`src/rtl/grad_window_feeder_pkg.sv`:
```
// Shared constants for the gradient window feeder: default widths, window shape
// and the weighted-mean scaling.
package grad_window_feeder_pkg;

   localparam int PIXEL_BW_DEFAULT = 12;
   localparam int MAX_LINE_DEFAULT = 4096;
   localparam int WINDOW_TAPS      = 5;
   localparam int HIST_DEPTH       = WINDOW_TAPS - 1;
   localparam int CENTRE_WEIGHT    = 4;
   localparam int CENTRE_SHIFT     = $clog2(CENTRE_WEIGHT);
   localparam int MEAN_SHIFT       = 3;

   // Weights sum to 8, so the raw sum needs MEAN_SHIFT extra bits to never wrap.
   function automatic int sum_width(input int pix_w);
      return pix_w + MEAN_SHIFT;
   endfunction

endpackage

```
`src/rtl/adder.sv`:
```
// Plain N-bit two-operand adder used as the building block of the mean chain.
module adder #(
   parameter int N = 8
) (
   input  logic [N-1:0] a,
   input  logic [N-1:0] b,
   output logic [N-1:0] y
);

   assign y = a + b;

endmodule

```
`src/rtl/grad_mean5.sv`:
```
// Combinational weighted mean of a 5-tap window: (e1+e2+4*e3+e4+e5) >> 3.
module grad_mean5
   import grad_window_feeder_pkg::*;
#(
   parameter int pixelBitWidth = PIXEL_BW_DEFAULT
) (
   input  logic [pixelBitWidth-1:0] e1,
   input  logic [pixelBitWidth-1:0] e2,
   input  logic [pixelBitWidth-1:0] e3,
   input  logic [pixelBitWidth-1:0] e4,
   input  logic [pixelBitWidth-1:0] e5,
   output logic [pixelBitWidth-1:0] mean
);

   localparam int SW = sum_width(pixelBitWidth);

   logic [SW-1:0] operand [0:WINDOW_TAPS-1];
   logic [SW-1:0] partial [0:WINDOW_TAPS-1];

   assign operand[0] = SW'(e1);
   assign operand[1] = SW'(e2);
   assign operand[2] = SW'(e3) << CENTRE_SHIFT;
   assign operand[3] = SW'(e4);
   assign operand[4] = SW'(e5);

   assign partial[0] = operand[0];

   // Accumulate in operand order e1..e5 through a ripple of adders.
   generate
      for (genvar gi = 1; gi < WINDOW_TAPS; gi++) begin : g_chain
         adder #(.N(SW)) u_add (
            .a (partial[gi-1]),
            .b (operand[gi]),
            .y (partial[gi])
         );
      end
   endgenerate

   assign mean = pixelBitWidth'(partial[WINDOW_TAPS-1] >> MEAN_SHIFT);

endmodule

```
`src/rtl/grad_window_feeder.sv`:
```
// Raster-to-window feeder: keeps a 4-pixel line history, emits registered
// 5-pixel windows plus weighted mean with valid/ready on both sides.
module grad_window_feeder
   import grad_window_feeder_pkg::*;
#(
   parameter int pixelBitWidth = PIXEL_BW_DEFAULT,
   parameter int MAX_LINE      = MAX_LINE_DEFAULT
) (
   input  logic                     clk,
   input  logic                     rst,
   input  logic [pixelBitWidth-1:0] in_pixel,
   input  logic                     in_valid,
   input  logic                     in_last,
   output logic                     in_ready,
   output logic [pixelBitWidth-1:0] e1,
   output logic [pixelBitWidth-1:0] e2,
   output logic [pixelBitWidth-1:0] e3,
   output logic [pixelBitWidth-1:0] e4,
   output logic [pixelBitWidth-1:0] e5,
   output logic [pixelBitWidth-1:0] mean_1,
   output logic                     out_last,
   output logic                     out_valid,
   input  logic                     out_ready,
   output logic                     err_overrun
);

   localparam int               COL_W    = (MAX_LINE > 1) ? $clog2(MAX_LINE) : 1;
   localparam logic [COL_W-1:0] COL_LAST = COL_W'(MAX_LINE - 1);
   localparam logic [2:0]       CNT_FULL = 3'(HIST_DEPTH);

   logic [pixelBitWidth-1:0] w_q [1:HIST_DEPTH];
   logic [pixelBitWidth-1:0] w_d [1:HIST_DEPTH];
   logic [pixelBitWidth-1:0] e_q [1:WINDOW_TAPS];
   logic [pixelBitWidth-1:0] e_d [1:WINDOW_TAPS];
   logic [pixelBitWidth-1:0] mean_q, mean_d, mean_w;
   logic                     last_q, last_d;
   logic                     valid_q, valid_d;
   logic                     err_q, err_d;
   logic [2:0]               cnt_q, cnt_d;
   logic [COL_W-1:0]         col_q, col_d;
   logic                     accept;

   // Mean is computed on the window as it will be once in_pixel is appended.
   grad_mean5 #(.pixelBitWidth(pixelBitWidth)) u_mean (
      .e1   (w_q[1]),
      .e2   (w_q[2]),
      .e3   (w_q[3]),
      .e4   (w_q[4]),
      .e5   (in_pixel),
      .mean (mean_w)
   );

   assign in_ready = !valid_q || out_ready;
   assign accept   = in_valid && in_ready;

   always_comb begin
      w_d     = w_q;
      e_d     = e_q;
      mean_d  = mean_q;
      last_d  = last_q;
      valid_d = valid_q;
      err_d   = err_q;
      cnt_d   = cnt_q;
      col_d   = col_q;

      if (valid_q && out_ready) begin
         valid_d = 1'b0;
      end

      if (accept) begin
         for (int i = 1; i < HIST_DEPTH; i++) begin
            w_d[i] = w_q[i+1];
         end
         w_d[HIST_DEPTH] = in_pixel;

         if (cnt_q == CNT_FULL) begin
            for (int i = 1; i <= HIST_DEPTH; i++) begin
               e_d[i] = w_q[i];
            end
            e_d[WINDOW_TAPS] = in_pixel;
            mean_d  = mean_w;
            last_d  = in_last;
            valid_d = 1'b1;
         end

         // A line end or an overrun both restart the window from column 0.
         if (in_last) begin
            cnt_d = '0;
            col_d = '0;
         end else if (col_q == COL_LAST) begin
            err_d = 1'b1;
            cnt_d = '0;
            col_d = '0;
         end else begin
            col_d = col_q + 1'b1;
            if (cnt_q != CNT_FULL) begin
               cnt_d = cnt_q + 1'b1;
            end
         end
      end
   end

   always_ff @(posedge clk) begin
      if (rst) begin
         for (int i = 1; i <= HIST_DEPTH; i++) begin
            w_q[i] <= '0;
         end
         for (int i = 1; i <= WINDOW_TAPS; i++) begin
            e_q[i] <= '0;
         end
         mean_q  <= '0;
         last_q  <= 1'b0;
         valid_q <= 1'b0;
         err_q   <= 1'b0;
         cnt_q   <= '0;
         col_q   <= '0;
      end else begin
         w_q     <= w_d;
         e_q     <= e_d;
         mean_q  <= mean_d;
         last_q  <= last_d;
         valid_q <= valid_d;
         err_q   <= err_d;
         cnt_q   <= cnt_d;
         col_q   <= col_d;
      end
   end

   assign e1          = e_q[1];
   assign e2          = e_q[2];
   assign e3          = e_q[3];
   assign e4          = e_q[4];
   assign e5          = e_q[5];
   assign mean_1      = mean_q;
   assign out_last    = last_q;
   assign out_valid   = valid_q;
   assign err_overrun = err_q;

endmodule

```
`config.mk`:
```
export PLATFORM = sky130hd
export DESIGN_NAME = grad_window_feeder
export DESIGN_NICKNAME = d
export VERILOG_FILES = /design/src/rtl/grad_window_feeder_pkg.sv /design/src/rtl/adder.sv /design/src/rtl/grad_mean5.sv /design/src/rtl/grad_window_feeder.sv
export SDC_FILE = /design/constraint.sdc
export NUM_CORES = 1
export LEC_CHECK = 0
export ABC_AREA = 1
export BUFFER_PORTS_ARGS = -buffer_cell sky130_fd_sc_hd__clkbuf_2
export CAP_MARGIN = 20
export CORE_ASPECT_RATIO = 0.6
export CORE_MARGIN = 2
export CORE_UTILIZATION = 60
export DETAILED_ROUTE_END_ITERATION = 10
export PLACE_DENSITY = 0.87
export SLEW_MARGIN = 20
export SYNTH_ARGS = -nofsm -noshare
export SYNTH_HDL_FRONTEND = slang
export SYNTH_SLANG_ARGS = --single-unit
```
`constraint.sdc`:
```
create_clock -name clk -period 10.15 [get_ports clk]
set_input_delay 0.5075 -clock clk [delete_from_list [all_inputs] [get_ports clk]]
set_output_delay 0.5075 -clock clk [all_outputs]
set_load 0.02 [all_outputs]
```
=== Word-level counts from Yosys, hierarchy flattened ===
Index checks and enable logic that the tools add are counted.

* Mux-type cells: 8
* Reductions and logical operators: 8
* Add/sub/neg operators: 6
* Bitwise logic cells: 1
* Equality and inequality tests: 3

{| class="wikitable"
|+ Operator list
! operator !! number
|-
| $add A15 B12 Y15 || 2
|-
| $mux W12 || 2
|-
| $add A15 B14 Y15 || 1
|-
| $add A12 B12 Y13 || 1
|-
| $add A12 B1 Y12 const B || 1
|-
| $eq A12 B12 Y1 const B || 1
|-
| $mux W3 || 3
|-
| $reduce_and A2 Y1 || 2
|-
| $add A3 B1 Y3 const B || 1
|-
| $eq A3 B3 Y1 const B || 1
|-
| $mux W1 || 3
|-
| $ne A3 B3 Y1 const B || 1
|-
| $reduce_and A3 Y1 || 1
|-
| $reduce_bool A3 Y1 || 1
|-
| $logic_and A1 B1 Y1 || 2
|-
| $logic_not A1 Y1 || 1
|-
| $logic_or A1 B1 Y1 || 1
|-
| $not A1 Y1 || 1
|}

* Register bits after elaboration: 138
* Word-level logic and storage cells: 41
* Input bits: 17

=== Logic depth before layout (Yosys ltp) ===
* Word-level depth: 4
* Mapped depth: 20
* Gate-level depth less buffers: 20

=== Hierarchy ===
Synthesis repeated with hierarchy kept, for this count alone.

* Cells, all modules: 1265
* Area, all modules: 8345.5 um^2

{| class="wikitable"
|+ By module, submodules not included
! module !! instances !! sequential area each (um^2) !! area each (um^2) !! cells an instance
|-
| grad_window_feeder || 1 || 2762.6 || 4988.5 || 644
|-
| adder || 4 || 0.0 || 838.3 || 155
|-
| grad_mean5 || 1 || 0.0 || 3.8 || 1
|}

=== Least setup slack after synthesis ===
OpenSTA, ideal clock, no wires.

* Path type: reg-to-reg
* From: reg w_q[24] (netlist name)
* To: reg mean_q[11], in the netlist mean_1[11]
* Data arrival time: 3.110 ns
* Period minus slack after synthesis: 3.219 ns
* Library setup time: 0.109 ns
* Stages on the path, launching flop included: 17
* Buffers on the path: 0
* Slack: 6.931 ns
* Cell sequence: dfxtp_1 > ha_1 > fa_1 > fa_1 > fa_1 > nand2_1 > a21oi_1 > inv_1 > fa_1 > inv_1 > nand3_1 > nand3_1 > nand3_1 > nand4_1 > nand3_1 > nand2_1 > inv_1

* Word-level cells in the longest chain between the ends: 4

{| class="wikitable"
|+ Ends and longest elaborated chain
! element !! line !! RTL
|-
| start: declaration || grad_window_feeder.sv:31 || <nowiki>logic [pixelBitWidth-1:0] w_q [1:HIST_DEPTH];</nowiki>
|-
| start signal: assignment || grad_window_feeder.sv:118 || <nowiki>w_q <= w_d;</nowiki>
|-
| $add A12 B12 Y13 || adder.sv:10 || <nowiki>assign y = a + b;</nowiki>
|-
| $add A15 B14 Y15 || adder.sv:10 ||
|-
| $add A15 B12 Y15 (2 in a row) || adder.sv:10 ||
|-
| end signal: assignment || grad_window_feeder.sv:120 || <nowiki>mean_q <= mean_d;</nowiki>
|-
| end: declaration || grad_window_feeder.sv:35 || <nowiki>logic [pixelBitWidth-1:0] mean_q, mean_d, mean_w;</nowiki>
|}

Every way passes these cells.
A chain may end at the register's enable or synchronous reset.

=== Worst setup path after layout ===
Ends and elaborated chain as after synthesis.

==> metrics.yaml <==
critical_path:
  crit_family: "adder cells"
  cp-start-kind: "flop"
  cp-end-kind: "flop"
  arrival_ns: 3.98
  cpPeakStageDelay_ns: 0.51
  worst_ep_required_time_ns: 10.47
  worst_path_max_delay_cell: "fa_1"
  crit_chain: "ha_1 -> fa_1 -> fa_1 -> fa_1 -> nand2_1 -> a21oi_1 -> inv_1 -> fa_1 -> inv_1 -> nand3_1 -> nand3_1 -> nand3_1 -> nand4_1 -> nand3_1 -> nand2_1 -> inv_1"
  critPathKind: "reg2reg"
  crit_buf_inv: 3
  crit_path_max_fanout: 4
logic_synthesis:
  synth_cell_types: 30
  synthCells: 911
  synth_top_flop_cell: "dfxtp_1"
  syn_area_um2: 6813
  yosysTopAreaCell: "dfxtp_1"
  synth_top_area_frac: 0.4055
  ys_ff_latch: 138
  synthArstFlopShare: 0
  ys_warn_count: 0
  syn_avg_cell_area_um2: 7.478
  yosysMostFrequentCell: "nand2_1"
  syn_nets: 981
  yosysSeqAreaShare: 0.4055
  yosys-top-cells-count: "nand2_1, dfxtp_1, nor2_1"
  yosys-top-cells-area: "dfxtp_1, nand2_1, nor2_1, fa_1, a21oi_1"
  synth_edf_count: 0
timing:
  slew_headroom: 0.3433
  finalClockSkew_ns: 0.007832
  whs_ns: 0.3677
  rsz0062_at_grt: "false"
  max_freq_ghz: 0.2737
  period_minus_slack_ns: 3.654
  fin_crit_sh: 0.3600
  worst_pin_slew_ns: 0.9836
  drv_slew: 0
  setup_viol: 0
  hold_viol: 0
  finalSetupTns_ns: 0
global_routing:
  grt_max_degree: 87
  grt_pass1_wl_um: 27310
  antenna_found_initial: 0
  grt_usage: 0.2835
  grt-ovfl-total: 0
  grt_pass1_vias: 5633
clocking:
  clockBufferDepth: 2
  htree_levels: 4
  cts_resized: 0
  cts.sinks: 138
  cts_tree: "yes"
  cts_buffers: 17
  hold_buffers: 0
  cts_setup_buffers: 0
  path_clk_slew_ns: 0.06
  insertion_delay_ns: 0.42
  root_buffer: "clkbuf_16"
floorplan:
  pin_count: 93
  die_w_um: 141.6
  core_area_um2: 11190
  initial_core_util: 0.6091
  die_h_um: 86.54
  rows: 30
  fp.dieArea_um2: 12250
run:
  max_cap_violations: 0
drt:
  drt_iter0_markers: 470
  final_antenna_net_count: 0
  drc: 0
  routed-via-count: 6215
  drt_wl_total_um: 16620
  drtPass1Iterations: 7
  wl_per_cell_um: 14.58
  viasPerCell: 5.452
layout:
  layout-drive-gt1-share: 0.1345
  syn_to_final_growth_pct: 14.95
  nets: 1054
  fillers: 894
  diodes: 0
placed_design:
  routabilityCongestion: 0.9303
  numPortBuffers: 92
  hpwlAfterDp_um: 11050
power_and_ir_drop:
  leakage_uw: 0.003596
  ir_drop_mv: 0.1381
  powerDensity_nw_per_um2: 188.1
status:
  status: "completed"
worst_hold_path:
  hold_class: "in2reg"
[cells in the final DEF (no fill, tap or decap), types with 3 or more instances in the layout]
cell type,synthesis,final
fa_1,23,23
nand2_1,228,228
o21a_1,9,9
inv_2,4,4
o21ai_0,58,58
a21oi_1,89,89
clkinvlp_4,0,4
nor3_1,6,6
buf_4,3,3
xor2_1,14,14
nor2_1,133,133
clkbuf_16,0,17
nand4_1,9,9
nand2_4,3,3
nand3_1,41,41
clkbuf_2,0,92
dfxtp_1,138,138
ha_1,30,30
inv_1,71,71
[cell type report]
class / count / area, um2 / share of cell area
Multi-Input combinational cell: 657 / 3546 / 0.4528
Timing Repair Buffer: 95 / 483.0 / 0.06167
Clock inverter: 10 / 117.6 / 0.01502
Inverter: 75 / 281.5 / 0.03595
Clock buffer: 21 / 460.4 / 0.05880
Tap cell: 144 / 180.2 / 0.02301
Sequential cell: 138 / 2763 / 0.3528
[power by group]
part / internal [uW] / total, uW / switching (uW)
Clock: 373 / 610 / 237
Sequential: 555 / 573 / 18.2
Combinational: 100 / 289 / 189
[metrics by stage]
step           setup WS [ns]  cells  total power [uW]  cell area, um2    util
2_1_floorplan          6.931    911             788.6            6813       -
3_3_place_gp           6.447   1109             851.8            7253  0.6484
3_5_place_dp           6.414   1109             858.4            7253  0.6484
4_1_cts                6.500   1140              1468            7831  0.7001
5_1_grt                6.252   1140              1540            7831  0.7001
6_report               6.496   1140              1473            7831  0.7001
[final timing paths]
check                                             from                      end  slack [ns]  cells past startpoint
worst max-delay path              w_q[24]$_SDFFE_PP0P_  mean_1[11]$_SDFFE_PP0P_        6.50                     16
worst min register to register  col_q[11]$_SDFFE_PP0P_   col_q[11]$_SDFFE_PP0P_        0.46                      2
worst min-delay path                       in_pixel[0]       e5[0]$_SDFFE_PP0P_        0.37                      3
worst max register to register    w_q[24]$_SDFFE_PP0P_  mean_1[11]$_SDFFE_PP0P_        6.50                     16
[per-layer routing]
layer,track usage,vias to the layer above,wire length [um]
met1,0.3985,2848,7619
li1,-,3067,-
met2,0.4250,265,7174
met3,0.08287,35,1495
met5,0,-,0
met4,0.08909,0,333
[worst register-to-register path, delay by kind of cell (launching register included)]
family	cells	cell delay (ns)
adder cells (fa/ha/maj)	5	2.04
AND/OR/NAND/NOR	7	0.72
flip-flops	1	0.40
buffers and inverters	3	0.20
AO/OA/AOI/OAI	1	0.19
[state kept, by name, summed over array words and instances (netlist names)]
register	count
col_q	12
e3	12
w_q	48
e4	12
e1	12
err_overrun	1
out_last	1
mean_1	12
out_valid	1
e2	12
cnt_q	3
e5	12
[kinds of logic after synthesis]
logic type	share of synthesized area
simple gates	0.2511
compound gates	0.1262
fa+ha+maj	0.1227
xor+xnor	0.02057
flops	0.4055
buf+inv	0.07401
Note: power is estimated with default switching activity, not from simulation.
